**config.mk**
```make
export PLATFORM = sky130hd
export DESIGN_NAME = writeback_sequencer_flat
export DESIGN_NICKNAME = d
export VERILOG_FILES = /design/src/rtl/writeback_sequencer_if.sv /design/src/rtl/writeback_sequencer.sv /design/src/flat_wrapper.sv
export SDC_FILE = /design/constraint.sdc
export NUM_CORES = 1
export LEC_CHECK = 0
export ABC_AREA = 1
export CAP_MARGIN = 25
export CORE_MARGIN = 10
export CORE_UTILIZATION = 37
export DETAILED_ROUTE_END_ITERATION = 8
export PLACE_DENSITY = 0.95
export SLEW_MARGIN = 0
export SYNTH_ARGS = -nofsm -noshare
export SYNTH_HDL_FRONTEND = slang
export SYNTH_SLANG_ARGS = --single-unit
```
**constraint.sdc**
```tcl
create_clock -name clk -period 3 [get_ports clk]
set_clock_uncertainty 0.15 [all_clocks]
set_input_delay 0.6 -clock clk [delete_from_list [all_inputs] [get_ports clk]]
set_output_delay 0.6 -clock clk [all_outputs]
set_load 0.02 [all_outputs]
```
**src/rtl/writeback_sequencer_if.sv**
```systemverilog
// writeback_sequencer_if: unit result bus and output-memory write port of the writeback sequencer.
interface writeback_sequencer_if #(
    parameter int NUM_UNITS = 8,
    parameter int DATA_W    = 16,
    parameter int ADDR_W    = 12
);
    logic [NUM_UNITS-1:0]        unit_valid;
    logic [NUM_UNITS*DATA_W-1:0] unit_data;
    logic [NUM_UNITS-1:0]        unit_ack;
    logic                        mem_wr_en;
    logic [ADDR_W-1:0]           mem_wr_addr;
    logic [DATA_W-1:0]           mem_wr_data;
    logic                        mem_ready;

    modport master (
        input  unit_valid, unit_data, mem_ready,
        output unit_ack, mem_wr_en, mem_wr_addr, mem_wr_data
    );
    modport slave (
        output unit_valid, unit_data, mem_ready,
        input  unit_ack, mem_wr_en, mem_wr_addr, mem_wr_data
    );
endinterface

```
**src/rtl/writeback_sequencer.sv**
```systemverilog
// writeback_sequencer: drains valid unit results to the output memory in ascending unit order each round.
module writeback_sequencer #(
    parameter int NUM_UNITS = 8,
    parameter int DATA_W    = 16,
    parameter int ADDR_W    = 12
) (
    input  logic                  clk,
    input  logic                  rst,
    input  logic                  writeback_en,
    input  logic                  writeback_rst,
    writeback_sequencer_if.master wb,
    output logic                  busy,
    output logic                  drain_done
);
    localparam int IDX_W = $clog2(NUM_UNITS);

    typedef enum logic [1:0] {IDLE, SCAN, WRITE, DONE} state_t;

    state_t               state, state_nx;
    logic [NUM_UNITS-1:0] pending, pending_nx;
    logic [IDX_W-1:0]     sel, sel_nx, low;
    logic [ADDR_W-1:0]    round_base, round_base_nx;
    logic                 in_write, accept;

    always_ff @(posedge clk or negedge rst) begin
        if (!rst) begin
            state      <= IDLE;
            pending    <= '0;
            sel        <= '0;
            round_base <= '0;
        end else begin
            state      <= state_nx;
            pending    <= pending_nx;
            sel        <= sel_nx;
            round_base <= round_base_nx;
        end
    end

    // Highest index scanned first so the lowest set bit wins.
    always_comb begin
        low = '0;
        for (int i = NUM_UNITS - 1; i >= 0; i--)
            if (pending[i]) low = IDX_W'(i);
    end

    assign in_write = state == WRITE;
    assign accept   = in_write && wb.mem_ready && !writeback_rst;

    always_comb begin
        state_nx      = state;
        pending_nx    = pending;
        sel_nx        = sel;
        round_base_nx = round_base;
        if (writeback_rst) begin
            state_nx      = IDLE;
            pending_nx    = '0;
            round_base_nx = '0;
        end else begin
            case (state)
                IDLE: if (writeback_en) begin
                    pending_nx = wb.unit_valid;
                    state_nx   = SCAN;
                end
                SCAN: begin
                    state_nx = pending == '0 ? DONE : WRITE;
                    sel_nx   = pending == '0 ? sel : low;
                end
                WRITE: if (wb.mem_ready) begin
                    pending_nx[sel] = 1'b0;
                    state_nx        = SCAN;
                end
                default: begin
                    round_base_nx = round_base + ADDR_W'(NUM_UNITS);
                    state_nx      = IDLE;
                end
            endcase
        end
    end

    // A sync clear during an accepting write suppresses the ack; the unit keeps its result.
    assign wb.mem_wr_en   = in_write;
    assign wb.mem_wr_addr = in_write ? round_base + ADDR_W'(sel) : '0;
    assign wb.mem_wr_data = in_write ? wb.unit_data[int'(sel)*DATA_W +: DATA_W] : '0;
    assign wb.unit_ack    = accept ? NUM_UNITS'(1) << sel : '0;
    assign busy           = state != IDLE;
    assign drain_done     = state == DONE && !writeback_rst;
endmodule
```
**src/flat_wrapper.sv**
```systemverilog
// flat-port wrapper written by rule: the top's interface ports become plain ports
module writeback_sequencer_flat 
#(
    parameter int NUM_UNITS = 8,
    parameter int DATA_W    = 16,
    parameter int ADDR_W    = 12
)
  (clk, rst, writeback_en, writeback_rst, busy, drain_done, wb_unit_valid, wb_unit_data, wb_mem_ready, wb_unit_ack, wb_mem_wr_en, wb_mem_wr_addr, wb_mem_wr_data);
  writeback_sequencer_if #(.NUM_UNITS(NUM_UNITS), .DATA_W(DATA_W), .ADDR_W(ADDR_W)) wb_i ();
  input  logic clk;
  input  logic rst;
  input  logic writeback_en;
  input  logic writeback_rst;
  output logic busy;
  output logic drain_done;
  input wire logic [$bits(wb_i.unit_valid)-1:0] wb_unit_valid;
  input wire logic [$bits(wb_i.unit_data)-1:0] wb_unit_data;
  input wire logic [$bits(wb_i.mem_ready)-1:0] wb_mem_ready;
  output wire logic [$bits(wb_i.unit_ack)-1:0] wb_unit_ack;
  output wire logic [$bits(wb_i.mem_wr_en)-1:0] wb_mem_wr_en;
  output wire logic [$bits(wb_i.mem_wr_addr)-1:0] wb_mem_wr_addr;
  output wire logic [$bits(wb_i.mem_wr_data)-1:0] wb_mem_wr_data;
  assign wb_i.unit_valid = wb_unit_valid;
  assign wb_i.unit_data = wb_unit_data;
  assign wb_i.mem_ready = wb_mem_ready;
  assign wb_unit_ack = wb_i.unit_ack;
  assign wb_mem_wr_en = wb_i.mem_wr_en;
  assign wb_mem_wr_addr = wb_i.mem_wr_addr;
  assign wb_mem_wr_data = wb_i.mem_wr_data;
  writeback_sequencer #(.NUM_UNITS(NUM_UNITS), .DATA_W(DATA_W), .ADDR_W(ADDR_W)) u_core (.clk(clk), .rst(rst), .writeback_en(writeback_en), .writeback_rst(writeback_rst), .wb(wb_i), .busy(busy), .drain_done(drain_done));
endmodule
```
Word-level counts from Yosys, hierarchy flattened
Cells that the tools add are included.
{ "totals": {"in_bits": 141, "reg_bits": 25, "wordCells": 57, "out_inout_bits": 39} }
{ "classes": {"add_sub_neg": 2, "reduce_logical": 13, "shifts": 2, "eq_ne": 6, "bitwise": 4, "n_lt_le_gt_ge": 2, "mux": 24} }
{ "op_table": {"columns": ["cell", "n"], "rows": [
  ["$shiftx 128x8->16", 1],
  ["$mux 12", 3],
  ["$mux 8", 4],
  ["$mux 3", 8],
  ["$mux 16", 1],
  ["$pmux 8 s2", 1],
  ["$add 12x3->12", 1],
  ["$add 12x4->12 const B", 1],
  ["$and 8x8->8", 1],
  ["$logic_not 8->1", 1],
  ["$not 8->8", 1],
  ["$shl 1x3->8 const A", 1],
  ["$mux 2", 3],
  ["$ne 3x3->1 const B", 2],
  ["$pmux 2 s3", 1],
  ["$reduce_and 3->1", 2],
  ["$eq 2x2->1 const B", 2],
  ["$logic_and 1x1->1", 4],
  ["$lt 3x4->1 const B", 1],
  ["$demux 1 s3", 1],
  ["$ge 3x1->1 const B", 1],
  ["$reduce_bool 3->1", 1],
  ["$reduce_or 3->1", 1],
  ["$eq 2x1->1 const B", 1],
  ["other kinds (7)", 9]
]} }

Depth between registers and ports, before layout
Gate-level depths: netlist (run 1).
{ "depth": {"word_depth": 9, "ltp_mapped": 9, "mapped_depth_nobuf": 9} }

Worst setup path before layout (run 1)
No wires, ideal clock.
{ "synth_path": {"kind": "reg2out", "start": "reg u_core.state[0]", "end": "out wb_unit_ack[0]", "path_buffers": 1, "slack_ns": 0.895, "path_stages_with_launch": 7, "t_arrival_ns": 1.355, "required_time_ns": 2.250, "path_cell_list": "dfrtp_1 inv_2 nand2_4 inv_1 buf_6 nand3_1 nor2_1"} }
{ "synth_via": {"elab_chain_cells": 4} }
{ "synth_lines": {"columns": ["element", "line_no", "rtl"], "rows": [
  ["from (decl)", "writeback_sequencer.sv:19", "state_t state, state_nx;"],
  ["from (signal assigned)", "writeback_sequencer.sv:32", "state <= state_nx;"],
  ["$eq 2x2->1", "writeback_sequencer.sv:46", "assign in_write = state == WRITE;"],
  ["named net wb_mem_wr_en", "flat_wrapper.sv:20", "output wire logic [$bits(wb_i.mem_wr_en)-1:0] wb_mem_wr_en;"],
  ["$logic_and 1x1->1 (2 in series)", "writeback_sequencer.sv:47", "assign accept = in_write && wb.mem_ready && !writeback_rst;"],
  ["$mux 8", "writeback_sequencer.sv:84", "assign wb.unit_ack = accept ? NUM_UNITS'(1) << sel : '0;"],
  ["to (decl)", "flat_wrapper.sv:19", "output wire logic [$bits(wb_i.unit_ack)-1:0] wb_unit_ack;"]
]} }
The timed path passes the listed nets, and every way through them passes these cells.

Final worst setup path (run 1)
{ "layout_path": {"start": "reg u_core.state[0]", "end": "out wb_unit_ack[5]"} }
{ "layout_via": {"elab_chain_cells": 4} }
{ "layout_lines": {"columns": ["element", "line_no"], "rows": [
  ["$eq 2x2->1", "writeback_sequencer.sv:46"],
  ["$logic_and 1x1->1 (2 in series)", "writeback_sequencer.sv:47"],
  ["$mux 8", "writeback_sequencer.sv:84"]
]} }
Every way passes these cells.

==> impl_metrics.csv, run 1 <==
group,metric,value,unit
run_status,outcome,"finished, final reports clean",
synthesis,synth_cell_types,24,
timing,setup_ws,0.1250,ns
timing,tightest_slew,0.3601,ns
clock_network,cts_sinks,22,
power_and_ir_drop,p_seq_frac,0.202,
synthesis,syn_area_per_cell,5.733,um2
cells_and_area,seqCellArea,550.5,um2
cells_and_area,multi_input_area,1545,um2
clock_network,cts_tree,"built",
min_path,whs_endpoint,"u_core.pending[3]$_DFFE_PN0P_",
timing,fmax,347.8,MHz
timing,final.period_utilization,0.9583,
die,dieWidth,98.93,um
die,start_util,0.3847,
power_and_ir_drop,power_density,469.8,nW/um2
detailed_routing,drcViolationCount,0,
timing,setup_viol,0,
synthesis,yosysTopAreaCell,"nand2_1",
power_and_ir_drop,power.switching,970.9,uW
detailed_routing,wire_per_inst,17.82,um
worst_setup_path,r2r_slack,1.14,ns
synthesis,synth_top_family_by_area,"simple AND/OR/NAND/NOR gates",
synthesis,synth-compound-area-share,0.1455,
synthesis,ys_top_cells_by_area,"nand2_1, dfrtp_1, a22oi_1",
detailed_routing,wl,11680,um
worst_setup_path,cp_max_fo,23,
cells_and_area,area_growth,87.35,%
clock_network,cts_max_level,1,
power_and_ir_drop,p_clk_frac,0.090,
worst_setup_path,required,2.25,ns
synthesis,synthSimpleGateAreaFrac,0.5136,
placed_design,post_dp_cell_area,4217,um2
synthesis,syn_inst,402,
die,io_pins,180,
power_and_ir_drop,p_leak,2.271,nW
clock_network,root_buffer,"clkbuf_8",
worst_setup_path,startpoint_type,"flop",
synthesis,synth_adder_area_share,0.005429,
global_routing,grt_pass1_wl,18110,um
cells_and_area,antenna_cells,0,
global_routing,grt_usage,0.2210,
cells_and_area,n_fill_cell,469,
clock_network,clock_latency,0.26,ns
synthesis,yosys.area.top_type_share,0.3290,
timing,tns,0,ns
die,rows,28,
cells_and_area,drive_gt1_frac,0.04828,
worst_setup_path,cp_slowest_cell,"clkdlybuf4s50_1",
worst_setup_path,worstPathArrival,2.13,ns
power_and_ir_drop,switching_share,0.4787,
detailed_routing,num_vias,3447,
global_routing,overflow,0,
worst_setup_path,path_cells,"inv_2 -> nand2_4 -> inv_1 -> nand3_2 -> nor2_1 -> clkdlybuf4s50_1",
detailed_routing,drtIter0Drc,164,
synthesis,yosysSeqAreaShare,0.2389,
synthesis,synthXorXnorAreaFrac,0.003800,
timing,slew_viol_final,0,
worst_setup_path,reg2reg_depth,8,
clock_network,clk_path_buf_depth,2,
placed_design,io_buffers,179,
power_and_ir_drop,power.internal,1.057,mW
worst_setup_path,worst_r2r_endpoint,"u_core.pending[7]$_DFFE_PN0P_",
timing,rsz0062_at_grt,"no",
timing,relSlewSlack,0.7592,
global_routing,antenna_found_initial,0,
placed_design,post-dp-hpwl,9477,um
clock_network,path_clk_slew,0.08,ns
synthesis,synthesis.nets,544,
synthesis,ys_seq_elements,22,
detailed_routing,final_antenna_net_count,0,
synthesis,yosysWarnings,0,
clock_network,post_cts_buffers,0,
worst_setup_path,cpPeakStageDelay,0.62,ns
placed_design,gp_congestion,0.9791,
min_path,holdPathStages,2,
cells_and_area,final_cells,655,
cells_and_area,stdcell_area,4318,um2
cells_and_area,post-route-util,0.7208,
synthesis,netlist_area,2305,um2
power_and_ir_drop,pwr-share-comb,0.708,
die,die_h,98.93,um
placed_design,placedCellCount,652,
global_routing,grt_max_degree,35,
worst_setup_path,end_kind,"output pin",
cells_and_area,final_nets,724,
timing,layout_min_cycle_time,2.875,ns
synthesis,synthMuxAreaShare,0,
min_path,hp-start,"u_core.pending[3]$_DFFE_PN0P_",
power_and_ir_drop,p_total,2.028,mW
power_and_ir_drop,vdd_drop_max,0.3591,mV
job,max_cap_violations,0,
min_path,hp-class,"flop to flop",
detailed_routing,first_pass_iters,4,
clock_network,cts_buffers,3,
worst_setup_path,timing.rr.start,"u_core.state[0]$_DFFE_PN0P_",
clock_network,postCtsHoldBufs,0,
detailed_routing,avgViaCountPerCell,5.263,
placed_design,dp_slack,0.03504,ns
timing,finalHoldViolCount,0,
die,dieArea,9786,um2
worst_setup_path,crit_type,"flop to output pin",
timing,worst_hold_slack,0.3978,ns
die,coreArea,5991,um2
global_routing,grt_pass1_vias,3399,
-- registers in the layout, indices dropped and copies added (netlist names) --
register / count
u_core.round_base: 9
u_core.pending: 8
u_core.sel: 3
u_core.state: 2
-- per-layer routing --
layer	wire, um	up-vias	share of wire	global-route usage
met5	0	-	0	0
met4	266	0	0.023	0.05292
met3	1189	21	0.10	0.05587
met2	5770	179	0.49	0.3933
met1	4450	1582	0.38	0.2567
li1	-	1665	-	-
-- layout make-up --
type	count	share of cell area
timing repair buffer	192	0.4590
multi-input combinational	335	0.3579
sequential	22	0.1275
inverter	28	0.02434
tap	75	0.02173
clock buffer	3	0.009562
-- power by group through the flow --
stage | Combinational, mW | Clock, mW | Sequential, mW
after global placement | 1.40 | 0 | 0.410
after detailed placement | 1.44 | 0 | 0.414
final | 1.44 | 0.183 | 0.410
after global routing | 1.58 | 0.200 | 0.417
after CTS | 1.44 | 0.181 | 0.409
after floorplan | 0.891 | 0 | 0.401
-- Yosys cell counts (all sizes together) --
master and n:
nor3 7, dfrtp 22, xor2 1, o2bb2ai 1
nand3 15, nand4 18, clkinv 1, nand2 203
nor2 42, o211ai 1, buf 17, inv 27
a21oi 4, ha 1, a22oi 32, o21ai 10
-- kinds of logic after synthesis --
| kind of cell | count (synthesis) |
|---|---|
| simple gates | 285 |
| compound gates | 48 |
| buf+inv | 45 |
| flops | 22 |
| xor+xnor | 1 |
| fa+ha+maj | 1 |
-- worst max path at each step --
stage	start	to	cells after the start
2_1_floorplan	u_core.state[0]$_DFFE_PN0P_	wb_unit_ack[0]	6
3_3_place_gp	writeback_rst	wb_unit_ack[7]	5
3_5_place_dp	writeback_rst	wb_unit_ack[7]	5
4_1_cts	u_core.state[0]$_DFFE_PN0P_	wb_mem_wr_data[13]	7
5_1_grt	u_core.state[0]$_DFFE_PN0P_	wb_unit_ack[5]	6
6_report	u_core.state[0]$_DFFE_PN0P_	wb_unit_ack[5]	6
-- critical path: cells and delay by family (launching register included) --
family | cells | cell delay, ns
AND/OR/NAND/NOR | 3 | 0.47
buffers and inverters | 3 | 0.90
flip-flops | 1 | 0.48
-- cell usage in the layout (no fill, tap or decap), types with 9 or more instances in the layout --
cell type	Yosys	final
nand2_1	202	202
clkdlybuf4s50_1	0	157
nor2_1	37	37
a22oi_1	32	32
inv_1	25	25
dlymetal6s2s_1	0	22
dfrtp_1	22	22
nand4_1	18	18
nand3_1	15	14
buf_4	7	10
o21ai_0	9	9
-- what timing repair did --
item / CTS / global route
endpoints found under the setup margin: 2 / 22
resized for setup: 1 / 22
pin swaps: 0 / 0
No activity file was read; power rests on OpenSTA's default activity.
==> inputs of run 2 (changes only) <==
--- a/config.mk
+++ b/config.mk
@@ -9,6 +9,7 @@
 export CAP_MARGIN = 25
 export CORE_MARGIN = 10
 export CORE_UTILIZATION = 37
+export CTS_BUF_LIST = sky130_fd_sc_hd__clkbuf_8
 export DETAILED_ROUTE_END_ITERATION = 8
 export PLACE_DENSITY = 0.95
 export SLEW_MARGIN = 0
==> results of run 2 <==
The final DEF is identical to that of run 1; final timing and power are the same.
==> inputs of run 3 (changes only) <==
--- a/config.mk
+++ b/config.mk
@@ -7,8 +7,10 @@
 export LEC_CHECK = 0
 export ABC_AREA = 1
 export CAP_MARGIN = 25
+export CELL_PAD_IN_SITES_DETAIL_PLACEMENT = 1
+export CELL_PAD_IN_SITES_GLOBAL_PLACEMENT = 2
 export CORE_MARGIN = 10
-export CORE_UTILIZATION = 37
+export CORE_UTILIZATION = 16
 export CTS_BUF_LIST = sky130_fd_sc_hd__clkbuf_8
 export DETAILED_ROUTE_END_ITERATION = 8
 export PLACE_DENSITY = 0.95
==> run 3 against run 2 <==
Wire length increased by 17%. Setup slack got worse by 0.0096 ns. Critical path depth increased by 2. Clock power increased by 22%. Global-route usage decreased by 9.0 points.
==> impl_metrics.csv, run 3 (same netlist as run 1, synthesis figures left out) <==
group,metric,value,unit
run_status,outcome,"finished, final reports clean",
detailed_routing,drcViolationCount,0,
timing,rsz0062_at_grt,"no",
timing,tightest_slew,0.3871,ns
global_routing,overflow,0,
worst_setup_path,cp_common_cell,"nand2_1",
clock_network,cts_buffers,3,
min_path,hp-start,"u_core.round_base[7]$_DFFE_PN0N_",
cells_and_area,layout_commonest_cell,"nand2_1",
global_routing,grt_usage,0.1313,
worst_setup_path,r2r_slack,1.22,ns
clock_network,path_clk_slew,0.09,ns
timing,relSlewSlack,0.7412,
global_routing,grt_pass1_vias,3773,
worst_setup_path,path_cells,"inv_1 -> nor2_4 -> buf_12 -> nand2_1 -> nand4_1 -> nand2_1 -> nand2_1 -> clkdlybuf4s50_1",
cells_and_area,final_nets,729,
timing,setup_viol,0,
detailed_routing,wl,13640,um
detailed_routing,num_vias,3428,
cells_and_area,largestRegisters,"u_core.round_base: 9 flops, u_core.pending: 8 flops, u_core.sel: 3 flops",
worst_setup_path,crit_type,"flop to output pin",
cells_and_area,largest_register_ff_count,9,
power_and_ir_drop,power_density,492.8,nW/um2
global_routing,grt_max_degree,33,
timing,worst_hold_slack,0.3740,ns
worst_setup_path,startpoint_type,"flop",
power_and_ir_drop,vdd_drop_max,0.1785,mV
cells_and_area,antenna_cells,0,
die,dieArea,19610,um2
worst_setup_path,worst_r2r_endpoint,"u_core.pending[0]$_DFFE_PN0P_",
detailed_routing,avgViaCountPerCell,4.475,
power_and_ir_drop,p_leak,1.973,nW
worst_setup_path,reg2reg_depth,7,
placed_design,gp_congestion,0.9396,
clock_network,cts_sinks,22,
placed_design,post-dp-hpwl,11290,um
timing,final.period_utilization,0.9615,
worst_setup_path,worstPathArrival,2.13,ns
cells_and_area,regMostFlops,"u_core.round_base",
clock_network,clk_path_buf_depth,2,
timing,layout_min_cycle_time,2.885,ns
worst_setup_path,cpPeakStageDelay,0.62,ns
clock_network,postCtsHoldBufs,0,
timing,tns,0,ns
die,start_util,0.1648,
detailed_routing,wire_per_inst,17.81,um
cells_and_area,drive_gt1_frac,0.06143,
die,io_pins,180,
global_routing,antenna_found_initial,0,
clock_network,cts_tree,"built",
timing,finalHoldViolCount,0,
worst_setup_path,cp_max_fo,32,
clock_network,cts_max_level,1,
timing,fmax,346.7,MHz
clock_network,root_buffer,"clkbuf_8",
min_path,whs_endpoint,"u_core.round_base[7]$_DFFE_PN0N_",
die,die_h,140.0,um
worst_setup_path,cp_slowest_cell,"clkdlybuf4s50_1",
die,dieWidth,140.0,um
cells_and_area,n_fill_cell,1773,
global_routing,grt_pass1_wl,21050,um
cells_and_area,area_growth,93.00,%
worst_setup_path,required,2.25,ns
die,rows,43,
job,max_cap_violations,0,
min_path,holdPathStages,1,
worst_setup_path,critPathLaunch,"u_core.sel[1]$_DFFE_PN0P_",
cells_and_area,mostFrequentLayoutCells,"nand2_1, clkdlybuf4s50_1, nor2_1",
detailed_routing,drtIter0Drc,99,
detailed_routing,first_pass_iters,4,
clock_network,clock_latency,0.26,ns
placed_design,io_buffers,179,
detailed_routing,final_antenna_net_count,0,
timing,slew_viol_final,0,
worst_setup_path,end_kind,"output pin",
worst_setup_path,timing.rr.start,"u_core.state[0]$_DFFE_PN0P_",
min_path,hp-class,"flop to flop",
die,coreArea,13990,um2
run 3: worst max-delay path by stage:
stage	end	slack (ns)	cells after the start
finish	wb_mem_wr_data[5]	0.12	8
global route	wb_mem_wr_data[5]	0.006	6
CTS	wb_mem_wr_data[4]	0.005	8
detailed placement	wb_unit_ack[4]	0.09	5
global placement	wb_unit_ack[7]	0.09	5
floorplan	wb_unit_ack[0]	0.89	6
run 3: per-layer routing:
layer / up-vias / global-route usage / share of wire
li1: 1678 / - / -
met2: 126 / 0.2366 / 0.49
met5: - / 0 / 0
met1: 1616 / 0.1594 / 0.45
met3: 8 / 0.02231 / 0.050
met4: 0 / 0.02554 / 0.010
run 3: per-stage QoR:
step           worst slack (ns)  power [mW]    util  cell area, um2  instances
3_5_place_dp            0.09419       1.982  0.3115            4358        760
3_3_place_gp            0.09445       1.963  0.3115            4358        760
4_1_cts                0.004982       2.227  0.3165            4428        766
6_report                 0.1154       2.192  0.3180            4448        766
2_1_floorplan            0.8947       1.292       -            2305        402
5_1_grt                0.005659       2.395  0.3180            4448        766
run 3: worst max-delay path, delay by kind of cell (launching register included):
kind / cells / cell delay (ns)
simple gates: 5 / 0.50
buf+inv: 3 / 0.94
flops: 1 / 0.42
run 3: layout make-up:
| type | instances | area [um2] | share of cell area |
|---|---|---|---|
| clock buffer | 4 | 55.05 | 0.01238 |
| inverter | 28 | 105.1 | 0.02363 |
| multi-input combinational | 335 | 1545 | 0.3474 |
| sequential | 22 | 553.0 | 0.1243 |
| tap | 180 | 225.2 | 0.05063 |
| timing repair buffer | 197 | 1964 | 0.4416 |
run 3: power breakdown:
| group | total [mW] | switching (mW) | internal [mW] |
|---|---|---|---|
| Clock | 0.224 | 0.106 | 0.117 |
| Combinational | 1.55 | 0.898 | 0.654 |
| Sequential | 0.416 | 0.0721 | 0.344 |
| Total | 2.19 | 1.08 | 1.12 |
run 3: timing repair:
item	CTS	global route
pin swaps	1	0
buffers inserted	2	0
resized for setup	2	7
setup endpoints to repair	16	23
